### config.mk
export PLATFORM = sky130hd
export DESIGN_NAME = reverb_m2s_fifo_pkt
export DESIGN_NICKNAME = d
export VERILOG_FILES = /design/src/rtl/reverb_m2s_fifo_pkt.sv
export SDC_FILE = /design/constraint.sdc
export NUM_CORES = 1
export LEC_CHECK = 0
export BUFFER_PORTS_ARGS = -buffer_cell sky130_fd_sc_hd__buf_4
export CAP_MARGIN = 0
export CORE_MARGIN = 2
export CORE_UTILIZATION = 56
export CTS_CLUSTER_SIZE = 25
export DETAILED_ROUTE_END_ITERATION = 10
export GPL_TIMING_DRIVEN = 0
export PLACE_DENSITY = 0.76
export SYNTH_ARGS = -nofsm -noshare
export SYNTH_HDL_FRONTEND = slang
export SYNTH_SLANG_ARGS = --single-unit
### constraint.sdc
create_clock -name wrclock -period 4.44 [get_ports wrclock]
set_input_delay 1.332 -clock wrclock [delete_from_list [all_inputs] [get_ports wrclock]]
set_output_delay 1.332 -clock wrclock [all_outputs]
set_load 0.02 [all_outputs]
### src/rtl/reverb_m2s_fifo_pkt.sv
// Avalon-MM to Avalon-ST sample FIFO for the reverb datapath: CPU pushes words, stream side pops them.
// Optional packet framing (per-entry EOP tag, SOP/EOP generation) is enabled by defining M2S_FIFO_PACKET_EN.
module reverb_m2s_fifo_pkt #(
    parameter int DATA_W = 32,
    parameter int DEPTH  = 32,
    parameter int AFULL  = DEPTH - 4,
    parameter int LVL_W  = $clog2(DEPTH) + 1
) (
    input  logic              wrclock,
    input  logic              reset_n,
    input  logic [1:0]        avalonmm_write_slave_address,
    input  logic              avalonmm_write_slave_write,
    input  logic              avalonmm_write_slave_read,
    input  logic [DATA_W-1:0] avalonmm_write_slave_writedata,
    output logic [DATA_W-1:0] avalonmm_write_slave_readdata,
    output logic              avalonmm_write_slave_waitrequest,
    output logic [DATA_W-1:0] avalonst_source_data,
    output logic              avalonst_source_valid,
    input  logic              avalonst_source_ready,
    output logic              avalonst_source_startofpacket,
    output logic              avalonst_source_endofpacket,
    output logic              almost_full
);

    localparam int AW = $clog2(DEPTH);

    logic [DATA_W-1:0] mem_q [DEPTH];
    logic [AW-1:0]     wr_ptr_q, wr_ptr_d;
    logic [AW-1:0]     rd_ptr_q, rd_ptr_d;
    logic [LVL_W-1:0]  level_q, level_d;

    logic full, empty, push, pop, flush;

    assign full  = (level_q == LVL_W'(DEPTH));
    assign empty = (level_q == '0);

    // Addresses 0 and 1 are data pushes; a flush wins over a same-cycle pop.
    assign push  = avalonmm_write_slave_write & ~avalonmm_write_slave_address[1] & ~full;
    assign flush = avalonmm_write_slave_write & (avalonmm_write_slave_address == 2'd3)
                   & avalonmm_write_slave_writedata[0];
    assign pop   = ~empty & avalonst_source_ready & ~flush;

    assign avalonmm_write_slave_waitrequest = ~reset_n
        | (full & avalonmm_write_slave_write & ~avalonmm_write_slave_address[1]);

    assign almost_full           = (level_q >= LVL_W'(AFULL));
    assign avalonst_source_valid = ~empty;
    assign avalonst_source_data  = empty ? '0 : mem_q[rd_ptr_q];

    always_comb begin
        wr_ptr_d = wr_ptr_q;
        rd_ptr_d = rd_ptr_q;
        level_d  = level_q;
        if (flush) begin
            wr_ptr_d = '0;
            rd_ptr_d = '0;
            level_d  = '0;
        end else begin
            if (push) wr_ptr_d = wr_ptr_q + AW'(1);
            if (pop)  rd_ptr_d = rd_ptr_q + AW'(1);
            case ({push, pop})
                2'b10:   level_d = level_q + LVL_W'(1);
                2'b01:   level_d = level_q - LVL_W'(1);
                default: level_d = level_q;
            endcase
        end
    end

    always_ff @(posedge wrclock or negedge reset_n) begin
        if (!reset_n) begin
            wr_ptr_q <= '0;
            rd_ptr_q <= '0;
            level_q  <= '0;
        end else begin
            wr_ptr_q <= wr_ptr_d;
            rd_ptr_q <= rd_ptr_d;
            level_q  <= level_d;
        end
    end

    // Storage needs no reset: the source data output is masked while empty.
    always_ff @(posedge wrclock) begin
        if (push) mem_q[wr_ptr_q] <= avalonmm_write_slave_writedata;
    end

    always_comb begin
        avalonmm_write_slave_readdata = '0;
        if (avalonmm_write_slave_read) begin
            case (avalonmm_write_slave_address)
                2'd2:    avalonmm_write_slave_readdata = DATA_W'(level_q);
                2'd3:    avalonmm_write_slave_readdata[3:1] = {almost_full, full, empty};
                default: avalonmm_write_slave_readdata = '0;
            endcase
        end
    end

`ifdef M2S_FIFO_PACKET_EN
    logic eop_mem_q [DEPTH];
    logic sop_q, sop_d;

    // The next word starts a packet after reset, after a flush, or after an EOP word leaves.
    always_comb begin
        sop_d = sop_q;
        if (flush)    sop_d = 1'b1;
        else if (pop) sop_d = eop_mem_q[rd_ptr_q];
    end

    always_ff @(posedge wrclock or negedge reset_n) begin
        if (!reset_n) sop_q <= 1'b1;
        else          sop_q <= sop_d;
    end

    always_ff @(posedge wrclock) begin
        if (push) eop_mem_q[wr_ptr_q] <= avalonmm_write_slave_address[0];
    end

    assign avalonst_source_startofpacket = ~empty & sop_q;
    assign avalonst_source_endofpacket   = ~empty & eop_mem_q[rd_ptr_q];
`else
    assign avalonst_source_startofpacket = 1'b0;
    assign avalonst_source_endofpacket   = 1'b0;
`endif

endmodule

# Word level (Yosys, flattened, before mapping)
# Memory sizes are Yosys's and may differ from the RTL's.
# Index checks and enable logic that the tools add are counted.
# classes
magnitude_cmp	1
n_reduce_logical	4
mux	13
bitwise_logic	14
n_eq_ne	5
n_addsub	4
# ops
operator	count
$mux 32	1
$mux 5	4
$mux 6	2
$pmux 6 s2	1
$add 5x1->5 const B	2
$and 1x1->1	8
$add 6x1->6 const B	1
$eq 2x2->1 const B	3
$eq 6x6->1 const B	1
$ge 6x5->1 const B	1
$logic_not 6->1	1
$pmux 3 s2	1
$sub 6x1->6 const B	1
$not 1->1	5
$reduce_bool 2->1	2
$mux 1	3
$reduce_bool 3->1	1
$eq 2x1->1 const B	1
$mux 2	1
$or 1x1->1	1
# totals
n_memories	1
regBits	16
output_inout_bits	69
ramBits	1024
# memory_table
memory	words	word_bits	read_ports	rd_clocked_by_memory_dff	wr	line_no	rtl
mem_q	32	32	1	0	1	27	logic [DATA_W-1:0] mem_q [DEPTH];

# Logic depth before layout (Yosys ltp)
# Gate-level depths: netlist of the first run.
# logic_depth
depth_word	8
depth_mapped	12
ltp_nobuf	9

# Least setup slack after synthesis of the first run
# No wires, ideal clock.
# synth_path
path_type	input to register
start	input avalonmm_write_slave_address[1]
end	memory mem_q[23][0], enable pin
path_buffers	1
stages	5
required_ns	3.972
setup_slack_ns	-0.799
arrival_ns	4.771
path_cell_list	nand2b_1 a31oi_1 clkbuf_1 nand3_1 nor3b_1
# synth_via
elab_chain_len	5
# synth_rtl
element	line_no	rtl
start: declaration	11	input logic [1:0] avalonmm_write_slave_address,
$not 1->1	38	assign push = avalonmm_write_slave_write & ~avalonmm_write_slave_address[1] & ~full;
$and 1x1->1 (2 in series)	38	
$mux 1	83	if (push) mem_q[wr_ptr_q] <= avalonmm_write_slave_writedata;
$mux 1 (implied by the code)	83	
end: declaration	27	
# Every way passes these cells.

# Worst setup path in the final report of the first run
# layout_path
start	register rd_ptr_q[1]
end	output avalonst_source_data[31]
# layout_via
elab_chain_len	2
# layout_rtl
element	line_no	rtl
start: declaration	29	logic [AW-1:0] rd_ptr_q, rd_ptr_d;
start signal: assignment	76	rd_ptr_q <= rd_ptr_d;
$mem_v2 32x32	-	
$mux 32	48	assign avalonst_source_data = empty ? '0 : mem_q[rd_ptr_q];
end: declaration	17	output logic [DATA_W-1:0] avalonst_source_data,
# Every way passes these cells.

==> out/qor.csv, run 1 <==
stage,metric,value,unit
timing,Pins Over Slew Limit,0,
setup_path,reg-to-reg critical path startpoint,level_q[4],
global_route,initial antenna violation count,0,
setup_path,CP max FO,10,
clocking,htree depth,3,
final_layout,Layout area overhead,16.4,%
logic_synthesis,Mapped Area,0.0403,mm2
clocking,CTS Buffer Depth,3,
logic_synthesis,Synth Flop Type,edfxtp_1,
final_layout,# diodes,0,
outcome,status,"complete, but fails checks",
logic_synthesis,#FFs+latches synth,1040,
timing,Slew @ Worst Pin,1120,ps
global_route,Total GRT Usage,0.272,
placement,I/O Buffers,78,
logic_synthesis,share of async-settable or async-resettable flops after synthesis,0.0154,
floorplan,Horiz. Die Dim,272,um
setup_path,type of origin of the critical path,flop,
timing,Final period util,1.01,
clocking,Worst-path clk slew,70,ps
logic_synthesis,cells after synthesis,1734,
setup_path,Most common cell on crit path,mux4_2,
setup_path,reg2reg setup slack,840,ps
routing,Routed WL per cell,32.8,um
setup_path,critical path endpoint category,output pin,
power_and_ir_drop,Pleak,15.1,nW
global_route,global-route wire length before repair,142,mm
clocking,Worst-Skew Late Latency,670,ps
timing,"Setup violations, final",1,
final_layout,layout cell share with drive strength beyond 1,0.359,
min_path,hold crit path type,in -> async,
clocking,clk sinks,1040,
clocking,CTS tree,built,
routing,Post-Route WL,99.1,mm
setup_path,CP max-delay cell,mux4_2,
timing,RSZ-0062 raised after global routing,yes,
timing,skew final,27.4,ps
floorplan,Initial Util,0.565,
setup_path,Max stage delay on crit path,510,ps
timing,final setup margin,-34.8,ps
power_and_ir_drop,worst vdd ir,0.360,mV
floorplan,Std-Cell Rows,98,
global_route,vias in the first global route,20400,
floorplan,core area,0.0714,mm2
setup_path,CP Launch Point,rd_ptr_q[1],
routing,First-pass DRT Iterations,5,
outcome,failing checks,setup timing,
routing,via/cell ratio,6.60,
timing,Peak Freq,223,MHz
timing,Final Hold Fails,0,
floorplan,die area,0.0742,mm2
logic_synthesis,number of synthesized flops with an enable pin,1024,
logic_synthesis,Ys Warns,0,
setup_path,CP cell instances,buf_2 -> clkbuf_8 -> mux4_2 -> mux4_2 -> inv_1 -> o22ai_1 -> buf_4,
global_route,largest net degree at the start of global routing,36,
logic_synthesis,library cells used by synthesis,44,
power_and_ir_drop,Pwr Total,28.8,mW
setup_path,Critical Path AT,3140,ps
setup_path,worst path bufs/invs,4,
routing,DR vias,19900,
flow_run,max cap viols,0,
timing,relative slew slack,0.255,
timing,fin crit period,4470,ps
setup_path,"CP delay by family, top",buffers and inverters,
final_layout,post-route insts no fill,3016,
final_layout,nets,2027,
setup_path,critical path required time,3110,ps
logic_synthesis,register area share after synthesis,0.772,
clocking,Num CTS Buffers,98,
setup_path,crit path kind,reg -> out,
power_and_ir_drop,PwrDens,613,mW/mm2
placement,HPWL after DPL,59.3,mm
floorplan,io pins,108,
floorplan,Die Height,272,um
placement,post-placement cell count,2826,
routing,Residual DRC,0,
routing,drt initial violations,2755,
clocking,clock root buffer master,clkbuf_16,
global_route,grt ovf,0,
routing,ANT nets after route,0,
placement,GP Congestion,0.783,
logic_synthesis,synthesized area per cell,23.3,um2
kinds of logic after synthesis:
| logic type | after synthesis | synth area share |
|---|---|---|
| compound gates | 58 | 0.00971 |
| xor+xnor | 9 | 0.00195 |
| fa+ha+maj | 7 | 0.00217 |
| buf+inv | 190 | 0.0219 |
| flops | 1040 | 0.772 |
| mux | 321 | 0.179 |
| other cells | 1 | 0.0000930 |
| simple gates | 108 | 0.0129 |
Yosys cell counts, types with 2 or more instances:
master,n,area share
buf_2,39,0.0048
a21oi_1,4,0.00050
nand2b_1,2,0.00031
mux4_2,320,0.18
nor3b_1,5,0.00093
or3_1,3,0.00047
nor4_1,2,0.00031
ha_1,7,0.0022
o21ai_0,6,0.00074
edfxtp_1,1024,0.76
xor2_1,6,0.0013
or2_2,3,0.00047
buf_4,28,0.0052
nand3b_1,3,0.00056
nand3_1,5,0.00062
dfrtp_1,16,0.0099
nor3_1,7,0.00087
nand2_1,17,0.0016
and3_1,3,0.00047
buf_1,6,0.00056
clkbuf_1,44,0.0041
o21a_1,2,0.00037
inv_1,71,0.0066
or3b_2,2,0.00043
xnor2_1,3,0.00065
a31oi_1,4,0.00062
nand4_1,6,0.00093
o22ai_1,32,0.0050
nor2_1,48,0.0045
buf_6,2,0.00056
through the flow:
step	setup WS [ps]	setup TNS [ps]	cell area, um2	hold slack [ps]	util
2_1_floorplan	232	0	40400	517	-
6_report	-34.8	-34.8	47000	524	0.658
5_1_grt	-54.4	-252	47000	534	0.658
4_1_cts	-30.3	-182	46800	513	0.655
3_5_place_dp	-457	-26650	43200	555	0.606
3_3_place_gp	-2140	-2014860	42200	543	0.592
layout make-up:
class,count,area (um2)
Buffer,117,1120
Clock buffer,114,2550
Clock inverter,71,579
Fill cell,4300,24400
Inverter,71,267
Multi-Input combinational cell,531,8680
Sequential cell,1040,31200
Tap cell,950,1190
Timing Repair Buffer,122,1420
flip-flops by register name, summed over array words and instances, names as in the netlist:
| register | count |
|---|---|
| mem_q | 1024 |
| rd_ptr_q | 5 |
| wr_ptr_q | 5 |
| level_q | 6 |
path summary, 6_finish.rpt:
kind | depth (start not counted) | to
min | 1 | wr_ptr_q[3]
min in group wrclock | 2 | wr_ptr_q[0]
min reg2reg | 2 | wr_ptr_q[0]
max in group asynchronous | 1 | rd_ptr_q[0]
max reg2reg | 6 | mem_q[0][8]
max | 7 | avalonst_source_data[31]
cells in the final DEF (no fill, tap or decap), drive strengths merged, types with 4 or more instances in the layout:
cell type	n
inv	76
edfxtp	1024
nand4	6
nor3b	5
clkinv	55
xor2	6
o22ai	32
a31oi	4
nor2	48
o21ai	7
nor3	7
dfrtp	16
bufinv	7
ha	7
nand2	17
clkbuf	154
conb	28
a21oi	4
buf	196
nand3	5
clkinvlp	4
mux4	320
per-layer routing:
metal | up-vias | track usage | part of all wire
met5 | - | 0 | 0
met4 | 0 | 0.116 | 0.039
met3 | 231 | 0.0603 | 0.10
met2 | 1349 | 0.430 | 0.49
met1 | 10600 | 0.373 | 0.37
li1 | 7763 | - | -
power breakdown:
| group | switching (mW) | leakage (nW) | total (mW) | internal [mW] |
|---|---|---|---|---|
| logic | 4.98 | 4.14 | 9.37 | 4.39 |
| clock network | 3.62 | 1.54 | 8.18 | 4.55 |
| registers | 0.140 | 9.41 | 11.2 | 11.1 |
| total | 8.74 | 15.1 | 28.8 | 20.0 |
repair_timing:
item,4_1_cts,5_1_grt
buffers inserted,1,6
setup endpoints to repair,32,31
hold buffers,0,0
resized for setup,144,46
pin swaps,0,0
(Power assumes the default switching activity.)
==> inputs of run 2 (changes only) <==
- CORE_UTILIZATION: 56 -> 65
- PLACE_DENSITY: 0.76 -> 0.92
- clock period: 4.44 -> 5.7 ns (I/O delays scaled with it)
==> run 2 against run 1 <==
Compared with the run above: the flow still finishes with violations (setup timing); hold slack improved by 140 ps; setup slack better by 16 ps; critical path depth is 1 higher; sequential cell count stayed put; clock skew decreased by 5.5 ps; register-to-register slack improved by 850 ps; cell count fell by 5.6%; highest routed layer is now met5.
==> out/qor.csv, run 2 (same netlist as run 1, synthesis figures left out) <==
stage,metric,value,unit,change
final_layout,# diodes,0,,unchanged
routing,First-pass DRT Iterations,8,,+3
global_route,initial antenna violation count,1,,+1
setup_path,Critical Path AT,4010,ps,+870 ps
clocking,CTS Buffer Depth,3,,unchanged
clocking,clock root buffer master,clkbuf_16,,
global_route,global-route wire length before repair,170,mm,+20%
outcome,failing checks,setup timing,,
global_route,largest net degree at the start of global routing,36,,unchanged
min_path,hold path start,rd_ptr_q[4],,
routing,DR vias,21700,,+9.1%
outcome,status,"complete, but fails checks",,
clocking,clk sinks,1040,,unchanged
timing,Final Hold Fails,0,,unchanged
routing,Residual DRC,0,,unchanged
timing,setup TNS,-18.6,ps,+16.1 ps
clocking,Worst-Skew Late Latency,670,ps,about the same
setup_path,"CP delay by family, top",buffers and inverters,,
final_layout,most flop-heavy register,mem_q,,
timing,Hold Worst Slack,669,ps,+144 ps
timing,Pins Over Slew Limit,0,,unchanged
final_layout,"commonest non-fill, non-tap cell in the layout",edfxtp_1,,
timing,Peak Freq,175,MHz,
routing,Routed WL per cell,43.0,um,+31%
setup_path,Crit Reg-Reg Endpoint,mem_q[30][11],,
final_layout,nets,2022,,-0.25%
setup_path,reg-to-reg critical path startpoint,level_q[2],,
final_layout,number of flip-flops under the largest register name,1024,,unchanged
final_layout,FILL cells,2895,,-33%
placement,Placed Instance Area,0.0430,mm2,-0.56%
floorplan,Die Height,253,um,-7.1%
setup_path,type of origin of the critical path,flop,,
setup_path,critical path required time,3990,ps,+880 ps
min_path,hold path depth,2,,
timing,"Setup violations, final",1,,unchanged
setup_path,critical path endpoint category,output pin,,
clocking,setup bufs post-CTS,0,,-1
floorplan,Std-Cell Rows,91,,-7.1%
setup_path,CP max-delay cell,mux4_2,,
setup_path,CP max FO,10,,unchanged
routing,via/cell ratio,7.63,,+16%
final_layout,Register Area,0.0311,mm2,about the same
placement,I/O Buffers,78,,unchanged
power_and_ir_drop,PwrDens,497,mW/mm2,-19%
global_route,vias in the first global route,22100,,+8.4%
routing,Post-Route WL,122,mm,+24%
routing,drt initial violations,4254,,+54%
routing,ANT nets after route,0,,unchanged
clocking,CTS tree,built,,
final_layout,Layout area overhead,14.9,%,
floorplan,die area,0.0641,mm2,-14%
final_layout,biggest regs,"mem_q x1024, level_q x6",,
setup_path,Max stage delay on crit path,600,ps,+90 ps
setup_path,worst path bufs/invs,5,,+1
timing,final setup margin,-18.6,ps,+16.1 ps
flow_run,max cap viols,0,,unchanged
final_layout,share of the core filled with cells,0.753,,+0.0954
min_path,hold crit path type,reg -> reg,,
placement,worst slack at placement,329,ps,+785 ps
power_and_ir_drop,worst vdd ir,0.298,mV,-17%
timing,Final period util,1.00,,
floorplan,Horiz. Die Dim,253,um,-7.1%
final_layout,most frequent cells in the layout,"1024 x edfxtp_1, 320 x mux4_2, 116 x buf_4",,
final_layout,area of the multi-input gates,0.00864,mm2,-0.46%
clocking,Worst-path clk slew,70,ps,about the same
clocking,CTS Hold Bufs,0,,unchanged
setup_path,crit path kind,reg -> out,,
timing,fin crit period,5720,ps,
setup_path,reg2reg setup slack,1690,ps,+850 ps
final_layout,post-route cell area,0.0463,mm2,-1.4%
min_path,Min-Delay Endpoint,rd_ptr_q[4],,
placement,GP Congestion,0.809,,+3.3%
timing,RSZ-0062 raised after global routing,no,,
timing,Slew @ Worst Pin,1280,ps,+159 ps
setup_path,CP cell instances,clkbuf_1 -> clkbuf_2 -> buf_2 -> mux4_2 -> mux4_2 -> inv_1 -> o22ai_1 -> buf_4,,
global_route,grt ovf,0,,unchanged
clocking,htree depth,3,,unchanged
final_layout,layout cell share with drive strength beyond 1,0.347,,-0.0119
floorplan,io pins,108,,unchanged
timing,relative slew slack,0.149,,-0.106
placement,HPWL after DPL,69.3,mm,+17%
power_and_ir_drop,Pleak,14.9,nW,-1.1%
global_route,Total GRT Usage,0.397,,+0.125
floorplan,Initial Util,0.656,,+0.0908
setup_path,Most common cell on crit path,mux4_2,,
floorplan,core area,0.0615,mm2,-14%
timing,skew final,21.9,ps,-5.52 ps
clocking,Num CTS Buffers,99,,+1.0%
setup_path,R2R depth,7,,+1
## run 2: timing repair
action                                  4_1_cts  5_1_grt
endpoints found under the setup margin       32       20
hold endpoints to repair                      0        0
gates resized for setup                      35       10
## run 2: metrics by stage
stage               instances  power, mW
finish                   2846       23.0
global route             2846       23.4
CTS                      2846       22.8
detailed placement       2665       15.8
global placement         2629       15.2
floorplan                1761       13.3
## run 2: worst max-delay path by stage
| stage | endpoint | cells past startpoint | slack, ps | start |
|---|---|---|---|---|
| detailed placement | avalonst_source_data[31] | 8 | 330 | rd_ptr_q[1] |
| finish | avalonst_source_data[28] | 8 | -20 | rd_ptr_q[0] |
| CTS | avalonst_source_data[31] | 8 | 4 | rd_ptr_q[1] |
| global route | avalonst_source_data[28] | 8 | 10 | rd_ptr_q[0] |
| global placement | mem_q[23][13] | 6 | -2840 | avalonmm_write_slave_address[1] |
| floorplan | mem_q[23][0] | 5 | 80 | avalonmm_write_slave_address[1] |
## run 2: cell type report
class / instances / area share
buffer: 119 / 0.0152
inverter: 71 / 0.00575
clock inverter: 63 / 0.0148
timing repair buffer: 114 / 0.0286
sequential: 1040 / 0.672
clock buffer: 118 / 0.0555
multi-input combinational: 531 / 0.186
tap: 790 / 0.0213
## run 2: layer usage
metal	vias up	global-route usage	wire length, um
li1	7749	-	-
met1	10900	0.475	35700
met2	2485	0.645	60500
met3	609	0.0939	15800
met4	2	0.280	10300
met5	-	0	11
## run 2: worst register-to-register path, stage by stage, from the launching register on
cell and delay (ps):
dfrtp_1 350, buf_2 260, nor4_1 130, a31oi_1 580, clkbuf_1 490, nand2_1 650
nor2_4 950, buf_16 260
## run 2: where the power goes
group / internal (mW) / switching, mW / total [mW]
Combinational: 3.08 / 4.38 / 7.47
Clock: 3.82 / 2.96 / 6.78
Sequential: 8.63 / 0.140 / 8.77
Total: 15.5 / 7.48 / 23.0
